File: config.mk
export PLATFORM = sky130hd
export DESIGN_NAME = csi_tx_packetizer
export DESIGN_NICKNAME = d
export VERILOG_FILES = /design/src/rtl/csi_tx_packetizer.sv
export SDC_FILE = /design/constraint.sdc
export NUM_CORES = 1
export LEC_CHECK = 0
export ABC_AREA = 0
export CAP_MARGIN = 30
export CORE_MARGIN = 5
export CORE_UTILIZATION = 49
export CTS_CLUSTER_SIZE = 25
export DETAILED_ROUTE_END_ITERATION = 10
export GPL_ROUTABILITY_DRIVEN = 1
export GPL_TIMING_DRIVEN = 1
export PLACE_DENSITY = 0.8
export SLEW_MARGIN = 5
export SYNTH_ARGS = -nofsm -noshare
export SYNTH_HDL_FRONTEND = slang
export SYNTH_SLANG_ARGS = --single-unit
File: constraint.sdc
create_clock -name clk -period 2 [get_ports clk]
set_input_delay 0.5 -clock clk [delete_from_list [all_inputs] [get_ports clk]]
set_output_delay 0.5 -clock clk [all_outputs]
set_load 0.1 [all_outputs]
File: src/rtl/csi_tx_packetizer.sv
`default_nettype none
// ============================================================================
// csi_tx_packetizer : byte-serial CSI-2 packet builder (header, payload, CRC).
// Define CSI_TX_CRC_EN to compute the footer CRC; otherwise footer is 00,00.
// Revision: 1.0
// ============================================================================
module csi_tx_packetizer #(
  parameter logic [1:0] VC_ID       = 2'd0,
  parameter logic [5:0] LONG_DT_MIN = 6'h10
) (
  input  logic        clk,
  input  logic        rst,
  input  logic        pkt_start,
  input  logic [5:0]  pkt_dt,
  input  logic [15:0] pkt_wc,
  output logic        pkt_ready,
  input  logic [7:0]  pay_data,
  input  logic        pay_valid,
  output logic        pay_ready,
  output logic [7:0]  mipi_data,
  output logic        tx_valid,
  output logic        start_of_packet,
  output logic        end_of_packet,
  output logic        underrun
);

  // S_LAST covers the cycle the final byte is on the wire, forcing one idle gap.
  typedef enum logic [2:0] {
    S_IDLE = 3'd0,
    S_HDR  = 3'd1,
    S_PAY  = 3'd2,
    S_CRC  = 3'd3,
    S_LAST = 3'd4
  } state_t;

  state_t      r_state, w_state_nxt;
  logic [1:0]  r_idx, w_idx_nxt;
  logic [15:0] r_rem, w_rem_nxt;
  logic [7:0]  r_di;
  logic [15:0] r_wc;
  logic        r_long;
  logic [7:0]  r_data, w_data_nxt;
  logic        r_valid, w_valid_nxt;
  logic        r_sop, w_sop_nxt;
  logic        r_eop, w_eop_nxt;
  logic        r_underrun;
  logic        w_accept, w_hs, w_underrun_set;
  logic [5:0]  w_ecc;
  logic [15:0] w_crc;

  function automatic logic [5:0] calc_ecc(input logic [23:0] d);
    logic [5:0] p;
    p[0] = ^(d & 24'hF12CB7);
    p[1] = ^(d & 24'hF2555B);
    p[2] = ^(d & 24'h749A6D);
    p[3] = ^(d & 24'hB8E38E);
    p[4] = ^(d & 24'hDF03F0);
    p[5] = ^(d & 24'hEFFC00);
    return p;
  endfunction

  assign pkt_ready       = (r_state == S_IDLE);
  assign pay_ready       = (r_state == S_PAY) && (r_rem != 16'd0);
  assign w_accept        = pkt_start && pkt_ready;
  assign w_hs            = pay_valid && pay_ready;
  assign w_underrun_set  = pay_ready && !pay_valid;
  assign w_ecc           = calc_ecc({r_wc, r_di});
  assign mipi_data       = r_data;
  assign tx_valid        = r_valid;
  assign start_of_packet = r_sop;
  assign end_of_packet   = r_eop;
  assign underrun        = r_underrun;

`ifdef CSI_TX_CRC_EN
  function automatic logic [15:0] crc_byte(input logic [15:0] c, input logic [7:0] d);
    logic [15:0] v;
    v = c;
    for (int i = 0; i < 8; i++) begin
      v = (v[0] ^ d[i]) ? ((v >> 1) ^ 16'h8408) : (v >> 1);
    end
    return v;
  endfunction

  logic [15:0] r_crc;

  always_ff @(posedge clk) begin
    if (rst || w_accept) begin
      r_crc <= 16'hFFFF;
    end else if (w_hs) begin
      r_crc <= crc_byte(r_crc, pay_data);
    end
  end

  assign w_crc = r_crc;
`else
  assign w_crc = 16'h0000;
`endif

  // Each state computes the byte that appears on mipi_data in the next cycle.
  always_comb begin
    w_state_nxt = r_state;
    w_idx_nxt   = r_idx;
    w_rem_nxt   = r_rem;
    w_data_nxt  = 8'h00;
    w_valid_nxt = 1'b0;
    w_sop_nxt   = 1'b0;
    w_eop_nxt   = 1'b0;
    case (r_state)
      S_IDLE: begin
        if (w_accept) begin
          w_data_nxt  = {VC_ID, pkt_dt};
          w_valid_nxt = 1'b1;
          w_sop_nxt   = 1'b1;
          w_idx_nxt   = 2'd1;
          w_rem_nxt   = pkt_wc;
          w_state_nxt = S_HDR;
        end
      end
      S_HDR: begin
        w_valid_nxt = 1'b1;
        w_idx_nxt   = r_idx + 2'd1;
        case (r_idx)
          2'd1:    w_data_nxt = r_wc[7:0];
          2'd2:    w_data_nxt = r_wc[15:8];
          default: begin
            w_data_nxt = {2'b00, w_ecc};
            w_idx_nxt  = 2'd0;
            if (!r_long) begin
              w_eop_nxt   = 1'b1;
              w_state_nxt = S_LAST;
            end else if (r_wc == 16'd0) begin
              w_state_nxt = S_CRC;
            end else begin
              w_state_nxt = S_PAY;
            end
          end
        endcase
      end
      S_PAY: begin
        if (w_hs) begin
          w_data_nxt  = pay_data;
          w_valid_nxt = 1'b1;
          w_rem_nxt   = r_rem - 16'd1;
          if (r_rem == 16'd1) begin
            w_state_nxt = S_CRC;
          end
        end
      end
      S_CRC: begin
        w_valid_nxt = 1'b1;
        if (r_idx == 2'd0) begin
          w_data_nxt = w_crc[7:0];
          w_idx_nxt  = 2'd1;
        end else begin
          w_data_nxt  = w_crc[15:8];
          w_eop_nxt   = 1'b1;
          w_idx_nxt   = 2'd0;
          w_state_nxt = S_LAST;
        end
      end
      S_LAST:  w_state_nxt = S_IDLE;
      default: w_state_nxt = S_IDLE;
    endcase
  end

  always_ff @(posedge clk) begin
    if (rst) begin
      r_state    <= S_IDLE;
      r_idx      <= 2'd0;
      r_rem      <= 16'd0;
      r_di       <= 8'h00;
      r_wc       <= 16'h0000;
      r_long     <= 1'b0;
      r_data     <= 8'h00;
      r_valid    <= 1'b0;
      r_sop      <= 1'b0;
      r_eop      <= 1'b0;
      r_underrun <= 1'b0;
    end else begin
      r_state <= w_state_nxt;
      r_idx   <= w_idx_nxt;
      r_rem   <= w_rem_nxt;
      r_data  <= w_data_nxt;
      r_valid <= w_valid_nxt;
      r_sop   <= w_sop_nxt;
      r_eop   <= w_eop_nxt;
      if (w_accept) begin
        r_di   <= {VC_ID, pkt_dt};
        r_wc   <= pkt_wc;
        r_long <= (pkt_dt >= LONG_DT_MIN);
      end
      if (w_underrun_set) begin
        r_underrun <= 1'b1;
      end
    end
  end

endmodule
`default_nettype wire

# Word level (Yosys, flattened, before mapping)
# Cells that the tools add are included.
[totals]
ff_bits = 56
inputBits = 34
output_inout_bits = 14
word_cells = 75
[classes]
add_sub_neg = 2
order_cmp = 1
n_eq_ne = 11
mux = 26
bitwise = 1
reduce_logical = 23
[ops]
columns = ["operator", "n"]
rows = [
  ["$reduce_xor 24->1", 6],
  ["$mux 16", 2],
  ["$pmux 16 s2", 1],
  ["$pmux 8 s3", 1],
  ["$mux 3", 6],
  ["$eq 16x1->1 const B", 1],
  ["$logic_not 16->1", 1],
  ["$pmux 8 s2", 1],
  ["$reduce_bool 16->1", 1],
  ["$sub 16x1->16 const B", 1],
  ["$pmux 3 s4", 1],
  ["$mux 8", 1],
  ["$mux 1", 7],
  ["$eq 3x2->1 const B", 2],
  ["$ge 6x5->1 const B", 1],
  ["$mux 6", 1],
  ["$ne 2x2->1 const B", 3],
  ["$pmux 2 s3", 1],
  ["$reduce_or 2->1", 3],
  ["$reduce_and 5->1", 1],
  ["$logic_and 1x1->1", 4],
  ["$mux 2", 2],
  ["$ne 2x1->1 const B", 2],
  ["$eq 3x1->1 const B", 1],
  ["other kinds (13)", 13],
]

# Longest topological paths before layout
# Gate-level depths: netlist of the first run.
[depth]
word_depth = 5
depth_mapped = 9
mapped_depth_nobuf = 7

# Least setup slack after synthesis of the first run
# Ideal clock, no wire load.
[synth_timing]
kind = "reg-to-reg"
start = "reg r_state[0]"
end = "reg r_rem[0]"
arrival_time_ns = 3.664
required_time_ns = 1.867
path_slack_ns = -1.797
path_stages_with_launch = 7
n_path_buf = 1
period_less_slack_ns = 3.797
cell_sequence = "dfxtp_1 > nor3_1 > nand2_1 > o21a_1 > buf_4 > o21ai_0 > a31oi_1"
[synth_between]
elab_cells_between_ends = 10
[synth_lines]
columns = ["item", "line_no", "text"]
rows = [
  ["from (decl)", "36", "state_t r_state, w_state_nxt;"],
  ["from (signal assigned)", "180", "r_state <= w_state_nxt;"],
  ["$logic_not 3->1 (*)", "62", "assign pkt_ready = (r_state == S_IDLE);"],
  ["via pkt_ready", "16", "output logic pkt_ready,"],
  ["$logic_and 1x1->1", "64", "assign w_accept = pkt_start && pkt_ready;"],
  ["$ne 2x1->1 (no source line)", "n/a", ""],
  ["$reduce_and 3->1 (no source line)", "n/a", ""],
  ["to (signal assigned)", "182", "r_rem <= w_rem_nxt;"],
  ["to (decl)", "38", "logic [15:0] r_rem, w_rem_nxt;"],
]
# Mark *: on every way through the listed nets, which the timed path passes. The rest lies on a longest branch.
# A chain may end at the register's enable or synchronous reset.

# Final worst setup path of the first run
[layout_timing]
start = "reg r_rem[1]"
end = "out pay_ready"
[layout_between]
elab_chain_cells = 2
[layout_rtl]
columns = ["item", "line_no", "text"]
rows = [
  ["$reduce_bool 16->1", "63", "assign pay_ready = (r_state == S_PAY) && (r_rem != 16'd0);"],
  ["$logic_and 1x1->1", "63", ""],
  ["to (decl)", "19", "output logic pay_ready,"],
]
# No other way between the ends.

==> results of run 1 <==
[worst max-delay path: stages (launching register included)]
cell and delay [ns]:
dfxtp_2 0.34, inv_2 0.07, buf_6 0.11, ha_4 0.12, nor4b_4 0.18, and4_4 0.28
nor2_4 0.05, buf_12 0.16
[layer usage]
layer	routed length (um)	share of wire [%]	vias to the layer above
met1	4020	43	1555
li1	-	-	1611
met3	630	6.7	26
met2	4540	48	142
met4	245	2.6	0
met5	0	0	-
[cell families after synthesis]
logic type               Yosys count  share of synthesized area (%)
adder cells (fa/ha/maj)           14                           5.31
flip-flops                        56                           34.0
buffers and inverters             49                           5.88
XOR/XNOR                          36                           11.6
AO/OA/AOI/OAI                    120                           21.7
AND/OR/NAND/NOR                  147                           21.1
multiplexers                       1                          0.341
[power groups by stage]
stage                     registers [W]  logic, W  clock network, W
after CTS                       0.00157   0.00343          0.000754
after detailed placement        0.00158   0.00334                 0
after global placement          0.00157   0.00328                 0
final                           0.00158   0.00351          0.000748
after global routing            0.00161   0.00377          0.000806
after floorplan                 0.00201   0.00199                 0
[metrics by stage]
stage | util, % | std cells | power (W)
after floorplan | - | 423 | 0.00400
after CTS | 64.3 | 576 | 0.00576
after global routing | 64.6 | 577 | 0.00618
after detailed placement | 61.6 | 564 | 0.00493
final | 64.6 | 577 | 0.00584
after global placement | 61.6 | 564 | 0.00485
[layout make-up]
| class | count | area [um2] | share of cell area (%) |
|---|---|---|---|
| multi-input combinational | 319 | 2090 | 48.3 |
| clock inverter | 2 | 35.0 | 0.811 |
| tap | 80 | 100 | 2.32 |
| timing repair buffer | 88 | 801 | 18.5 |
| inverter | 26 | 97.6 | 2.26 |
| clock buffer | 6 | 72.6 | 1.68 |
| sequential | 56 | 1130 | 26.1 |
[synthesized netlist by cell type (2+ instances only)]
| library cell | count |
|---|---|
| nand2b_1 | 7 |
| a31oi_1 | 4 |
| buf_4 | 2 |
| inv_1 | 26 |
| xor2_1 | 6 |
| buf_1 | 3 |
| dfxtp_1 | 56 |
| o32ai_1 | 4 |
| ha_1 | 14 |
| nand4_1 | 2 |
| clkbuf_1 | 16 |
| or3_1 | 2 |
| nand3_1 | 8 |
| a22o_1 | 2 |
| nand2_1 | 68 |
| a21o_1 | 5 |
| a22oi_1 | 9 |
| or2_2 | 7 |
| buf_2 | 2 |
| nor3b_1 | 3 |
| nor2_1 | 21 |
| o21ai_0 | 19 |
| o211ai_1 | 6 |
| or3b_2 | 2 |
| o21a_1 | 5 |
| a211oi_1 | 3 |
| xnor2_1 | 25 |
| nor3_1 | 15 |
| nor4_1 | 4 |
| xnor3_1 | 5 |
| a21oi_1 | 56 |
[registers in the layout (all words and copies together), names as in the netlist]
signal	cells
mipi_data	8
r_idx	2
end_of_packet	1
r_long	1
r_state	3
r_rem	16
underrun	1
r_di	6
start_of_packet	1
tx_valid	1
r_wc	16
[worst max-delay path by stage]
| stage | endpoint | slack [ns] | cells after the start |
|---|---|---|---|
| CTS | pay_ready | -0.07 | 7 |
| detailed placement | r_rem[12]$_SDFFE_PP0P_ | -0.01 | 7 |
| floorplan | pay_ready | -0.13 | 5 |
| finish | pay_ready | -0.11 | 7 |
| global route | pay_ready | -0.16 | 7 |
| global placement | r_rem[12]$_SDFFE_PP0P_ | 0.05 | 7 |
[repair_timing]
item                       CTS  global route
resized for setup           13             4
setup buffers                4             0
pin swaps                    3             3
cloned                       0             1
hold endpoints to repair     0             0
setup endpoints to repair    5            13
==> results.cfg, run 1 <==
[cts]
cts_max_level = 2
cts_buffers = 5
hold_buffers = 0
clk_latency_ns = 0.31
cts_tree = done
clk_pin_slew_worst_paths_ns = 0.10
clock-root-buffer = clkbuf_8
cts_sinks = 56
clockBufferDepth = 2

[power_and_ir_drop]
pwr-share-comb_pct = 60.2
internal-power_w = 0.00325
p_sw_share_pct = 44.4
seqPwrFrac_pct = 27.0
peakVddDrop_mv = 0.550
p_clk_share_pct = 12.8
p_sw_w = 0.00259
cellPowerDensity_nw_per_um2 = 1350
leakage_nw = 1.70

[route]
postRouteAntennaNets = 0
drtIter0Drc = 314
drt-pass1-iter-count = 5
drc = 0
vias = 3334
via_per_inst = 5.78
routedWlPerCell_um = 16.4
wirelength_um = 9440

[setup_path]
worstPathArrival_ns = 1.61
cp_max_fo = 2
end_kind = output pin
reg2regPathDepth = 7
timing.reg2reg.setup_slack_ns = -0.04
crit_start = r_rem[1]$_SDFFE_PP0P_
crit_path_start_kind = register
worstSetupPathType = register to output pin
reg2reg_to = r_rem[7]$_SDFFE_PP0P_
critPathRequiredTime_ns = 1.50
reg2reg_from = r_rem[0]$_SDFFE_PP0P_

[global_route]
top_usage_layer = met2
grt_pass1_wl_um = 15300
gr-usage-met2_pct = 37.8
grt_use_met1_pct = 28.2
grt_use_total_pct = 22.4
grt_overflow_total = 0
antenna_found_initial = 0
use_met3_pct = 4.02
grt_max_degree = 26
grt_pass1_vias = 3181

[worst_hold_path]
whs_endpoint = r_di[1]$_SDFFE_PP0N_
hp-class = register to register
min_from = r_di[1]$_SDFFE_PP0N_
whs_path_depth = 2

[floorplan]
start_util_pct = 49.4
core_area_um2 = 6680
die_x_um = 92.1
ios = 48
die_h_um = 92.1
num_rows = 30
die_area_um2 = 8470

[synthesis]
syn_avg_cell_area_um2 = 7.80
synth_top_cell_by_area = dfxtp_1
synthTopCellsByArea = dfxtp_1 (34%), a21oi_1 (8.5%), nand2_1 (7.7%)
syn_nets = 471
async_flop_share_pct = 0
yosysSeqAreaShare_pct = 34.0
synthesis.area_um2 = 3300
synth_cell_type_count = 47
synth_edf_count = 0
synth_top_area_share_pct = 34.0
synth_flop_cell = dfxtp_1
synth_warnings = 0
synth_seq_cells = 56
synth_cells = 423

[place]
io_buffers = 47
post-place-ws_ns = -0.0102
dp_hpwl_um = 6930
placed_cell_area_um2 = 4110
place_congestion = 0.962

[layout]
nFillCells = 559
syn_to_final_growth_pct = 30.9
design_area_um2 = 4320
final_cell_mix = nand2_1 (67), a21oi_1 (55), dfxtp_1 (52)
final_nets = 544
final_common_cell = nand2_1
drive_above_1_share_pct = 19.1
antennaDiodeCount = 0

[timing]
hold_ws_ns = 0.482
period_minus_slack_ns = 2.11
relSlewSlack_pct = 74.6
fmax_mhz = 475
slew_violations = 0
worst-slew-pin-transition_ns = 0.381
period_share_pct = 105
rsz0062_at_grt = true
fin_tns_setup_ns = -0.168
clock_skew_ns = 0.00781
timing.final.ws_setup_ns = -0.106
hold_viol_final = 0
setup_viol = 3

[outcome]
violations = negative setup slack
status = finished with violations

[flow_run]
max_cap_violations = 0
No activity file was read; power rests on OpenSTA's default activity.
==> run 2: changes to the inputs <==
--- a/config.mk
+++ b/config.mk
@@ -9,7 +9,7 @@
 export CAP_MARGIN = 30
 export CORE_MARGIN = 5
 export CORE_UTILIZATION = 49
-export CTS_CLUSTER_SIZE = 25
+export CTS_CLUSTER_SIZE = 12
 export DETAILED_ROUTE_END_ITERATION = 10
 export GPL_ROUTABILITY_DRIVEN = 1
 export GPL_TIMING_DRIVEN = 1
==> results of run 2 <==
Final layout, timing and power as in run 1 (identical DEF).
